$ cat src/rtl/i2s_audio_tx.sv
// ---------------------------------------------------------------------------
// i2s_audio_tx
//   Stereo PCM to I2S serializer running from the 24.576 MHz audio clock.
//   One sample pair is accepted per frame through a one-entry holding
//   register; the frame is shifted out as two 32-bit slots (left, right)
//   with data and word select changing on BCLK falling edges.
//
// Parameters
//   DW       sample width (1..31), two's complement, MSB first
//   CLK_DIV  clk cycles per BCLK half-period (>= 1)
//
// Ports
//   clk           in   audio clock
//   rst_n         in   synchronous active-low reset
//   en            in   run enable
//   sample_l      in   left sample  [DW-1:0]
//   sample_r      in   right sample [DW-1:0]
//   sample_valid  in   sample pair offered
//   sample_ready  out  holding register empty
//   bclk          out  I2S bit clock
//   lrck          out  word select (0 = left, 1 = right)
//   sdata         out  serial data
//   frame_start   out  one-clk pulse when a frame is loaded
//   underflow     out  one-clk pulse when a frame is loaded with no sample
//
// Build option
//   I2S_LEFT_JUSTIFIED_EN  when defined, left-justified format (no one-bit
//                          delay after the word-select change).
// ---------------------------------------------------------------------------
module i2s_audio_tx #(
  parameter int DW      = 16,
  parameter int CLK_DIV = 4
) (
  input  logic          clk,
  input  logic          rst_n,
  input  logic          en,
  input  logic [DW-1:0] sample_l,
  input  logic [DW-1:0] sample_r,
  input  logic          sample_valid,
  output logic          sample_ready,
  output logic          bclk,
  output logic          lrck,
  output logic          sdata,
  output logic          frame_start,
  output logic          underflow
);

  localparam int DIV_W = (CLK_DIV > 1) ? $clog2(CLK_DIV) : 1;
  localparam logic [DIV_W-1:0] DIV_MAX = DIV_W'(CLK_DIV - 1);
  localparam logic [DIV_W-1:0] DIV_ONE = DIV_W'(1);
  localparam logic [5:0] L_LAST = 6'(DW);
  localparam logic [5:0] R_LAST = 6'(32 + DW);

  localparam logic [1:0] ST_IDLE  = 2'd0;
  localparam logic [1:0] ST_RUN   = 2'd1;
  localparam logic [1:0] ST_DRAIN = 2'd2;

  // Registered state
  logic [1:0]       r_state;
  logic [DIV_W-1:0] r_div_cnt;
  logic [5:0]       r_bit_cnt;
  logic             r_bclk;
  logic             r_lrck;
  logic             r_sdata;
  logic             r_frame_start;
  logic             r_underflow;
  logic             r_hold_full;
  logic [DW-1:0]    r_hold_l;
  logic [DW-1:0]    r_hold_r;
  logic [DW-1:0]    r_data_l;
  logic [DW-1:0]    r_data_r;

  // Next-state values
  logic [1:0]       w_state_n;
  logic [DIV_W-1:0] w_div_n;
  logic [5:0]       w_bit_n;
  logic             w_bclk_n;
  logic             w_lrck_n;
  logic             w_sdata_n;
  logic             w_div_wrap;
  logic             w_fall;
  logic             w_wrap;
  logic             w_accept;
  logic             w_load;
  logic             w_advance;
  logic [DW-1:0]    w_src_l;
  logic [DW-1:0]    w_src_r;

  // Serial bit for slot position b. Shifting the wanted bit up to the MSB
  // keeps the select index constant-width for any DW.
  function automatic logic f_slot_bit(input logic [5:0] b,
                                      input logic [DW-1:0] l,
                                      input logic [DW-1:0] r);
    logic [DW-1:0] sh;
    logic          bit_v;
    sh    = {DW{1'b0}};
    bit_v = 1'b0;
`ifdef I2S_LEFT_JUSTIFIED_EN
    if (b < L_LAST) begin
      sh    = l << b;
      bit_v = sh[DW-1];
    end else if ((b >= 6'd32) && (b < R_LAST)) begin
      sh    = r << (b - 6'd32);
      bit_v = sh[DW-1];
    end else begin
      bit_v = 1'b0;
    end
`else
    // Standard I2S: MSB follows the word-select change by one bit.
    if ((b >= 6'd1) && (b <= L_LAST)) begin
      sh    = l << (b - 6'd1);
      bit_v = sh[DW-1];
    end else if ((b >= 6'd33) && (b <= R_LAST)) begin
      sh    = r << (b - 6'd33);
      bit_v = sh[DW-1];
    end else begin
      bit_v = 1'b0;
    end
`endif
    return bit_v;
  endfunction

  // FSM transitions, frame-load decision and bit-clock/counter next values.
  always_comb begin
    w_state_n  = r_state;
    w_div_n    = r_div_cnt;
    w_bit_n    = r_bit_cnt;
    w_bclk_n   = r_bclk;
    w_lrck_n   = r_lrck;
    w_sdata_n  = r_sdata;
    w_load     = 1'b0;
    w_advance  = 1'b0;
    w_div_wrap = (r_div_cnt == DIV_MAX);
    w_fall     = w_div_wrap & r_bclk;
    w_wrap     = w_fall & (r_bit_cnt == 6'd63);
    w_accept   = sample_valid & ~r_hold_full;

    case (r_state)
      ST_IDLE: begin
        if (en) begin
          w_state_n = ST_RUN;
          w_load    = 1'b1;
        end else begin
          w_state_n = ST_IDLE;
        end
      end
      ST_RUN: begin
        w_advance = 1'b1;
        w_load    = w_wrap;
        if (en) begin
          w_state_n = ST_RUN;
        end else begin
          w_state_n = ST_DRAIN;
        end
      end
      ST_DRAIN: begin
        if (en) begin
          // Re-enabled before the frame ended: behave exactly like RUN.
          w_advance = 1'b1;
          w_load    = w_wrap;
          w_state_n = ST_RUN;
        end else if (w_wrap) begin
          w_state_n = ST_IDLE;
        end else begin
          w_advance = 1'b1;
          w_state_n = ST_DRAIN;
        end
      end
      default: begin
        w_state_n = ST_IDLE;
      end
    endcase

    // Data that the serial bit is taken from after this edge.
    if (w_load) begin
      w_src_l = r_hold_full ? r_hold_l : {DW{1'b0}};
      w_src_r = r_hold_full ? r_hold_r : {DW{1'b0}};
    end else begin
      w_src_l = r_data_l;
      w_src_r = r_data_r;
    end

    if (w_advance) begin
      if (w_div_wrap) begin
        w_div_n  = {DIV_W{1'b0}};
        w_bclk_n = ~r_bclk;
      end else begin
        w_div_n  = r_div_cnt + DIV_ONE;
        w_bclk_n = r_bclk;
      end
      if (w_fall) begin
        w_bit_n   = r_bit_cnt + 6'd1;
        w_lrck_n  = w_bit_n[5];
        w_sdata_n = f_slot_bit(w_bit_n, w_src_l, w_src_r);
      end else begin
        w_bit_n   = r_bit_cnt;
        w_lrck_n  = r_lrck;
        w_sdata_n = r_sdata;
      end
    end else begin
      // Idle, entry load or drain exit: counters and outputs restart at 0.
      w_div_n   = {DIV_W{1'b0}};
      w_bclk_n  = 1'b0;
      w_bit_n   = 6'd0;
      w_lrck_n  = 1'b0;
      w_sdata_n = w_load ? f_slot_bit(6'd0, w_src_l, w_src_r) : 1'b0;
    end
  end

  // FSM, counters and serial outputs.
  always_ff @(posedge clk) begin
    if (!rst_n) begin
      r_state       <= ST_IDLE;
      r_div_cnt     <= {DIV_W{1'b0}};
      r_bit_cnt     <= 6'd0;
      r_bclk        <= 1'b0;
      r_lrck        <= 1'b0;
      r_sdata       <= 1'b0;
      r_frame_start <= 1'b0;
      r_underflow   <= 1'b0;
    end else begin
      r_state       <= w_state_n;
      r_div_cnt     <= w_div_n;
      r_bit_cnt     <= w_bit_n;
      r_bclk        <= w_bclk_n;
      r_lrck        <= w_lrck_n;
      r_sdata       <= w_sdata_n;
      r_frame_start <= w_load;
      r_underflow   <= w_load & ~r_hold_full;
    end
  end

  // Holding register: an accept wins over a load, so a pair accepted while
  // an (underflowing) load happens is kept for the next frame.
  always_ff @(posedge clk) begin
    if (!rst_n) begin
      r_hold_full <= 1'b0;
      r_hold_l    <= {DW{1'b0}};
      r_hold_r    <= {DW{1'b0}};
    end else if (w_accept) begin
      r_hold_full <= 1'b1;
      r_hold_l    <= sample_l;
      r_hold_r    <= sample_r;
    end else if (w_load) begin
      r_hold_full <= 1'b0;
    end
  end

  // Frame data register, captured at every frame load.
  always_ff @(posedge clk) begin
    if (!rst_n) begin
      r_data_l <= {DW{1'b0}};
      r_data_r <= {DW{1'b0}};
    end else if (w_load) begin
      r_data_l <= w_src_l;
      r_data_r <= w_src_r;
    end
  end

  assign sample_ready = ~r_hold_full;
  assign bclk         = r_bclk;
  assign lrck         = r_lrck;
  assign sdata        = r_sdata;
  assign frame_start  = r_frame_start;
  assign underflow    = r_underflow;

endmodule

$ cat config.mk
export PLATFORM = sky130hd
export DESIGN_NAME = i2s_audio_tx
export DESIGN_NICKNAME = d
export VERILOG_FILES = /design/src/rtl/i2s_audio_tx.sv
export SDC_FILE = /design/constraint.sdc
export NUM_CORES = 1
export LEC_CHECK = 0
export ABC_AREA = 1
export BUFFER_PORTS_ARGS = -buffer_cell sky130_fd_sc_hd__buf_2
export CAP_MARGIN = 30
export CORE_UTILIZATION = 30
export DETAILED_ROUTE_END_ITERATION = 8
export PLACE_DENSITY = 0.55
export SETUP_SLACK_MARGIN = 0.02
export SYNTH_ARGS = -nofsm -noshare
export SYNTH_HDL_FRONTEND = slang
export SYNTH_SLANG_ARGS = --single-unit
$ cat constraint.sdc
create_clock -name clk -period 3.5 [get_ports clk]
set_input_delay 0.525 -clock clk [delete_from_list [all_inputs] [get_ports clk]]
set_output_delay 0.525 -clock clk [all_outputs]
set_load 0.01 [all_outputs]
* Word level (Yosys, flattened, before mapping) *
Cells that the tools add are included.

storage, ports and cells
  bits in registers = 80
  input bits = 36
  output and inout port bits = 6
  logic and storage cells = 60

cells by class
  $add $sub $neg = 4
  $lt $le $gt $ge = 4
  eq/ne operators = 4
  shift-type cells = 2
  multiplexer cells = 19
  bitwise logic cells = 8
  reductions and logical operators = 6

operators with widths
  operator                                             count
  2-to-1 mux 16 bit                                    4
  left shift 16 x 6 -> 16 bit                          2
  2-to-1 mux 1 bit                                     9
  adder 6 x 1 -> 6 bit, second input constant          1
  equality test 6 bit, second input constant           1
  >= comparator 6 x 1 -> 1 bit, second input constant  1
  >= comparator 6 bit, second input constant           1
  <= comparator 6 x 5 -> 1 bit, second input constant  1
  <= comparator 6 bit, second input constant           1
  2-to-1 mux 2 bit                                     3
  one-hot mux 2 bit (3 select lines)                   1
  subtractor 6 x 1 -> 6 bit, second input constant     1
  subtractor 6 bit, second input constant              1
  bitwise AND 1 bit                                    4
  equality test 2 bit, second input constant           2
  inverter 1 bit                                       4
  one-hot mux 1 bit (3 select lines)                   1
  OR reduction 3 bit                                   1
  adder 2 x 1 -> 2 bit, second input constant          1
  equality test 2 x 1 -> 1 bit, second input constant  1
  logical AND 1 bit                                    2
  zero test 2 bit                                      1
  one-hot mux 1 bit (2 select lines)                   1
  AND reduction 2 bit                                  1
  nonzero test 2 bit                                   1

* Longest topological paths before layout *
Gate-level depths: netlist of the first run.

  depth in word-level cells = 9
  gate-level depth with buffers = 18

* Least setup slack after synthesis of the first run *
Ideal clock, no wire load.

  kind = register to register
  start point = reg r_bit_cnt[0]
  end point = reg r_sdata (netlist: sdata)
  arrival = 1853 ps
  data required time = 3371 ps
  setup slack = 1518 ps
  stages on the path, launching flop included = 17
  path buffers = 2
  path through = dfxtp_1 -> ha_1 -> nand2_4 -> nor2_4 -> nand2_4 -> nand2_4 -> nand2_2 -> buf_6 -> buf_6 -> o211ai_1 -> nand2_1 -> inv_1 -> nand2_1 -> nand3_1 -> nand3_2 -> nand3_2 -> a21oi_2

between the ends
  longest elaborated chain between the ends = 8
  elaborated cells on any way between the ends = 23

RTL lines
  element                                                                       line  RTL
  start, declared                                                               61    logic [5:0] r_bit_cnt;
  start signal, assigned                                                        224   r_bit_cnt <= w_bit_n;
  parallel branches: the longest is 8 deep, another holds adder 6 x 1 -> 6 bit  n/a
  end signal, assigned                                                          227   r_sdata <= w_sdata_n;
  end, declared                                                                 64    logic r_sdata;

Parallel ways; which one is timed is not known.
A chain may end at the register's enable or synchronous reset.

* Final worst setup path of the first run *
  start point = reg r_state[0]
  end point = reg r_sdata (netlist: sdata)

between the ends
  longest elaborated chain between the ends = 6
  elaborated cells on any way between the ends = 12

RTL lines
  element                                            line  RTL
  start, declared                                    59    logic [1:0] r_state;
  start signal, assigned                             222   r_state <= w_state_n;
  equality test 2 bit, or another cell as far along  138   case (r_state)
  one-hot mux 1 bit (3 select lines)                 138
  2-to-1 mux 16 bit                                  175   if (w_load) begin
  left shift 16 x 6 -> 16 bit                        114   sh = r << (b - 6'd33);
  2-to-1 mux 1 bit                                   113   end else if ((b >= 6'd33) && (b <= R_LAST)) begin
  2-to-1 mux 1 bit                                   110   if ((b >= 6'd1) && (b <= L_LAST)) begin

Several ways; a longest one is shown, not always the timed one.

==> results of run 1 <==
==> per-stage QoR <==
step / setup WS (ps) / area (um^2)
floorplan: 1520 / 3770
global placement: 881 / 4080
detailed placement: 780 / 4080
CTS: 768 / 4410
global route: 476 / 4410
finish: 800 / 4410
==> worst min path at each step <==
stage | from | to | slack, ps | depth (start not counted)
3_5_place_dp | r_div_cnt[0]$_SDFF_PP0_ | r_div_cnt[0]$_SDFF_PP0_ | 420 | 1
4_1_cts | en | r_state[1]$_SDFF_PN0_ | 400 | 2
3_3_place_gp | r_div_cnt[0]$_SDFF_PP0_ | r_div_cnt[0]$_SDFF_PP0_ | 410 | 1
5_1_grt | en | r_state[1]$_SDFF_PN0_ | 420 | 2
2_1_floorplan | r_div_cnt[0]$_SDFF_PP0_ | r_div_cnt[0]$_SDFF_PP0_ | 400 | 1
6_report | en | r_state[1]$_SDFF_PN0_ | 420 | 2
==> critical path, delay by kind of cell, from the launching register on <==
| kind | cells | cell delay, ps |
|---|---|---|
| and+or+nand+nor | 12 | 1720 |
| adders and majority gates | 1 | 220 |
| DFF | 1 | 360 |
| AOI/OAI and AO/OA | 1 | 40 |
| buffers and inverters | 2 | 210 |
==> logic make-up after synthesis <==
kind of cell	share of synthesized area, %
and+or+nand+nor	37.8
buffers and inverters	9.89
DFF	42.0
AOI/OAI and AO/OA	7.50
adders and majority gates	2.66
xor gates and xnor gates	0.232
==> metal layers <==
metal / wire length (um) / GRT usage (%) / up-vias
met5: 0 / 0 / -
met4: 184 / 7.53 / 0
met3: 198 / 2.44 / 11
met2: 4090 / 25.5 / 45
met1: 4250 / 18.2 / 1519
li1: - / - / 1805
==> report_power, final <==
group / internal (mW) / switching, mW / leakage [nW] / total (mW)
registers: 0.966 / 0.0255 / 0.650 / 0.992
logic: 0.0974 / 0.185 / 1.29 / 0.283
clock network: 0.663 / 0.358 / 0.160 / 1.02
==> flip-flops by register name (all words and copies together), names as in the netlist <==
signal / count
r_data_l: 16
r_data_r: 16
r_hold_l: 16
r_hold_r: 16
r_bit_cnt: 6
r_div_cnt: 2
r_state: 2
bclk: 1
frame_start: 1
r_hold_full: 1
sdata: 1
underflow: 1
==> cell usage after synthesis <==
master	instances
buf_4	1
nand3_2	2
a21oi_2	1
nor2_4	2
or2_2	1
xor2_1	1
o21ai_0	36
nand3b_1	2
inv_1	63
nor3_1	3
a21oi_4	1
inv_2	1
nand3_1	41
dfxtp_1	79
clkinv_1	2
o211ai_1	2
a21oi_1	10
o21ai_1	1
clkbuf_1	16
o21bai_1	1
nand4_1	2
nand2_2	6
nand2_4	4
buf_6	3
buf_1	1
nand2_1	151
nor3b_1	1
nor4_1	1
buf_2	4
nor2_2	1
nor2_1	122
ha_1	8
==> final cells by class <==
cell class	instances	share of cell area [%]
clock inverter	3	1.48
tap	168	4.77
clock buffer	13	5.90
inverter	66	5.62
sequential	79	35.9
multi-input combinational	400	41.2
timing repair buffer	44	5.17
==> flow_summary.ini, run 1 <==
[clock_network]
ctsHoldBuffers = 0
post_cts_buffers = 0
clockBufferDepth = 2
path_clk_slew_ps = 60
cts_root_buffer = clkbuf_16
cts_max_level = 3
ctsResizeCount = 0
clk_latency_ps = 340
clock-sinks = 79
cts_tree = done
cts_inserted_buffers = 9

[routing]
first_pass_iters = 5
antenna_left = 0
wl_um = 8730
wire_per_inst_um = 11.3
vias_per_cell = 4.37
vias = 3380
drt_iter0_markers = 119
drc = 0

[synthesis]
synth_cells = 570
synthTopCellsByArea = dfxtp_1, nand2_1, nor2_1
synthesis.area_um2 = 3770
syn_nets = 614
ys_ff_latch = 79
synth_top_area_cell = dfxtp_1
ys_seq_area_share_pct = 42.0
syn_area_per_cell_um2 = 6.61
ys.warnings.count = 0
synth.distinct_cells = 32
synth.top_cell.area_share_pct = 42.0

[timing]
slew_headroom_pct = 37.3
clock.fmax_mhz = 370
holdWs_ps = 419
finalCriticalPeriod_ps = 2700
drv_slew = 0
clock_skew_ps = 6.91
finalHoldViolCount = 0
tightestPinTransition_ps = 939
rsz0062_at_grt = false
post-route-period-util_pct = 77.1
setup_viol = 0
fin_setup_tns_ps = 0

[outcome]
status = finished clean

[grt]
grt_usage_pct = 15.0
grt_pass1_wl_um = 15200
antenna_found_initial = 0
first_global_vias = 3284
grt_max_degree = 40
grt.overflow.total = 0

[finish]
fillers = 1360
final_util_pct = 36.4
final_cell_mix = nand2_1, nor2_1, dfxtp_1
syn_to_final_growth_pct = 16.9
drive_above_1_share_pct = 12.7
num_antenna_cells = 0
multi_input_area_um2 = 1820
layout.cells.non_filler = 773
nNetsFinal = 644
layout_commonest_cell = nand2_1
seq_area_um2 = 1580

[placement]
dpl.hpwl_um = 6360
place.gp.congestion = 0.800
portBuffers = 41
dpl.cell_count = 757

[pwr]
p_leak_nw = 2.10
report.power.total_mw = 2.30
peakVddDrop_v = 0.000200
p_per_area_nw_per_um2 = 521

[critical_path]
r2r_start = r_state[0]$_SDFF_PN0_
crit_path_max_incr_delay_ps = 590
r2r_cells = 16
crit_start = r_state[0]$_SDFF_PN0_
cp_slowest_cell = nand2_2
r2r-end = sdata$_SDFFE_PN0P_
cp-end-kind = flop
crit_chain = inv_1 -> ha_1 -> nand2_2 -> nand3b_1 -> nand2_2 -> inv_2 -> nand2_2 -> nand2_1 -> nand3_1 -> nand2_1 -> nor2_1 -> nand2_1 -> nand3_1 -> nand3_1 -> nand3_2 -> a21oi_2
critPathArrivalTime_ps = 2910
crit_fanout = 39
r2r_setup_slack_ps = 800
cp.required_ps = 3710
worstSetupStartpointType = flop
endpoint = sdata$_SDFFE_PN0P_
crit_type = reg -> reg

[flow_run]
max_cap_violations = 0

[floorplanning]
die_area_um2 = 13000
core-area_um2 = 12100
die_x_um = 114
start_util_pct = 31.1
ios = 42
core.rowCount = 40
die_h_um = 114

[min_path]
min_path_type = in -> reg
Power figures use the tool's default switching activity.
==> inputs of run 2 (changes only) <==
Settings changed: ABC_AREA 1 to 0, PLACE_DENSITY 0.55 to 0.57.
Clock period 3.5 ns to 2.2 ns, I/O delays scaled along.
==> run 2 against run 1 <==
Against the previous run: the run now ends with setup timing left; clock-buffer cell count decreased by 2; setup slack worse by 820 ps; critical path depth shrank 7; clock power up 47%; sequential cell count unchanged; largest cell class unchanged.
==> flow_summary.ini, run 2 <==
[outcome]
status = finished, violations left
failed_checks = setup timing

[synthesis]
synth.distinct_cells = 55
syn_nets = 535
synthTopCellsByCount = nand2_1, dfxtp_1, a21oi_1
synthFlopType = dfxtp_1
ys_seq_area_share_pct = 40.9
ys_ff_latch = 79
synth_edf_count = 0
syn_area_per_cell_um2 = 7.88
async_flop_share_pct = 0
synth_cells = 491
synthesis.area_um2 = 3870
synth.top_cell.area_share_pct = 40.9
synthTopCellsByArea = dfxtp_1, nand2_1, a21oi_1
synth_most_common_cell = nand2_1
synth_top_area_cell = dfxtp_1
ys.warnings.count = 0

[placement]
place_ws_ps = -157
dpl.cell_count = 711
dpl.hpwl_um = 7170
portBuffers = 41
dpl-instance-area_um2 = 4510
place.gp.congestion = 0.814

[critical_path]
crit_type = reg -> reg
critPathArrivalTime_ps = 2490
crit_chain = buf_4 -> ha_2 -> a21o_1 -> buf_6 -> nor4_4 -> o311ai_1 -> o41a_1 -> a311o_1 -> a32oi_1
cp_slowest_cell = o41a_1
crit_fanout = 6
crit_path_max_incr_delay_ps = 370
path_delay_family = compound AO/OA/AOI/OAI gates
cp.buffers_inverters = 2
worstSetupStartpointType = flop
cp.required_ps = 2470
cp-end-kind = flop

[timing]
fin_ws_ps = -19.5
tightestPinTransition_ps = 403
post-route-period-util_pct = 101
clock_skew_ps = 6.47
clock.fmax_mhz = 451
finalHoldViolCount = 0
fin_setup_tns_ps = -19.5
drv_slew = 0
setup_viol = 1
finalCriticalPeriod_ps = 2220
rsz0062_at_grt = true
slew_headroom_pct = 72.5
holdWs_ps = 223

[routing]
drc = 0
drt_iter0_markers = 235
wire_per_inst_um = 13.8
met1_length_um = 5000
wl_met2_um = 4430
antenna_left = 0
wl_um = 10100
first_pass_iters = 5
vias = 3619
routed-wl-met3_um = 498
vias_per_cell = 4.95
maxUsedRoutingLayer = met4

[grt]
grt.overflow.total = 0
antenna_found_initial = 0
first_global_vias = 3408
grt_usage_pct = 16.4
grt_pass1_wl_um = 17000
grt_max_degree = 66

[min_path]
min_path_type = in -> reg

[finish]
nNetsFinal = 600
fillers = 1326
seq_area_um2 = 1590
drive_above_1_share_pct = 26.3
multi_input_area_um2 = 2150
layout_commonest_cell = nand2_1
syn_to_final_growth_pct = 27.9
num_antenna_cells = 0
layout.cells.non_filler = 731
final_cell_mix = nand2_1, dfxtp_1, a21oi_1
fin_area_um2 = 4950

[clock_network]
clk_latency_ps = 340
clockBufferDepth = 2
cts_max_level = 3
cts_root_buffer = clkbuf_16
clock-sinks = 79
cts_inserted_buffers = 9
ctsHoldBuffers = 0
cts_tree = done
path_clk_slew_ps = 60

[floorplanning]
core-area_um2 = 12600
die_x_um = 116
ios = 42
core.rowCount = 41
die_area_um2 = 13300
start_util_pct = 30.6
die_h_um = 116

[pwr]
peakVddDrop_v = 0.000384
p_per_area_nw_per_um2 = 679
p_leak_nw = 1.82

[flow_run]
max_cap_violations = 0
run 2: cell count changes after synthesis, sizes merged, moves of 5 or more:
cell / change
a21oi: +57
and2: +8
buf: +12
clkbuf: +7
inv: -54
mux2i: +11
nand2: -42
nand3: -10
nor2: -109
nor2b: +5
nor3: +7
o21ai: -24
xnor2: +5
run 2: logic make-up after synthesis:
kind of cell               count (synthesis)  synth area share, %
DFF                                       79                 40.9
AOI/OAI and AO/OA                        117                 18.1
adders and majority gates                  8                 2.59
buffers and inverters                     54                 6.63
xor gates and xnor gates                   8                 1.81
and+or+nand+nor                          208                 24.5
muxes                                     17                 5.47
run 2: path summary, 6_finish.rpt:
path / from / to / slack (ps) / cells past startpoint
worst max-delay path: r_state[0]$_SDFF_PN0_ / sdata$_SDFFE_PN0P_ / -20 / 9
worst min-delay path: sample_r[7] / r_hold_r[7]$_SDFFE_PN0P_ / 220 / 3
worst max register to register: r_state[0]$_SDFF_PN0_ / sdata$_SDFFE_PN0P_ / -20 / 9
worst min register to register: r_div_cnt[0]$_SDFF_PP0_ / r_div_cnt[0]$_SDFF_PP0_ / 410 / 1
run 2: per-stage QoR:
step	utilization [%]	total power [mW]
after floorplan	-	1.72
after global placement	35.8	1.85
after detailed placement	35.8	1.86
after CTS	39.0	3.39
after global routing	39.2	3.50
final	39.2	3.36
run 2: timing repair:
| item | CTS | global route |
|---|---|---|
| cloned | 1 | 0 |
| resized for setup | 23 | 6 |
| setup buffers | 5 | 0 |
| setup endpoints to repair | 1 | 1 |
| pin swaps | 9 | 5 |
run 2: where the power goes:
part	internal [mW]	leakage (nW)	total (mW)	switching [mW]
clock network	0.927	0.147	1.50	0.576
logic	0.144	1.03	0.348	0.205
registers	1.48	0.645	1.51	0.0338
total	2.55	1.82	3.36	0.814
run 2: area by class of cell:
| type | instances | share of cell area, % |
|---|---|---|
| sequential | 79 | 32.1 |
| multi-input combinational | 359 | 43.4 |
| inverter | 10 | 0.809 |
| clock buffer | 11 | 5.11 |
| tap | 172 | 4.35 |
| clock inverter | 3 | 0.885 |
| timing repair buffer | 97 | 13.3 |
run 2: worst register-to-register path, delay by kind of cell (launching register included):
kind,cells,cell delay [ps]
buf+inv,2,290
simple gates,1,230
flops,1,320
compound gates,5,1120
fa+ha+maj,1,190
run 2: metal layers:
metal	GRT usage (%)	vias to the layer above
li1	-	1824
met1	22.8	1688
met2	24.8	93
met3	3.40	14
met4	6.75	0
met5	0	-
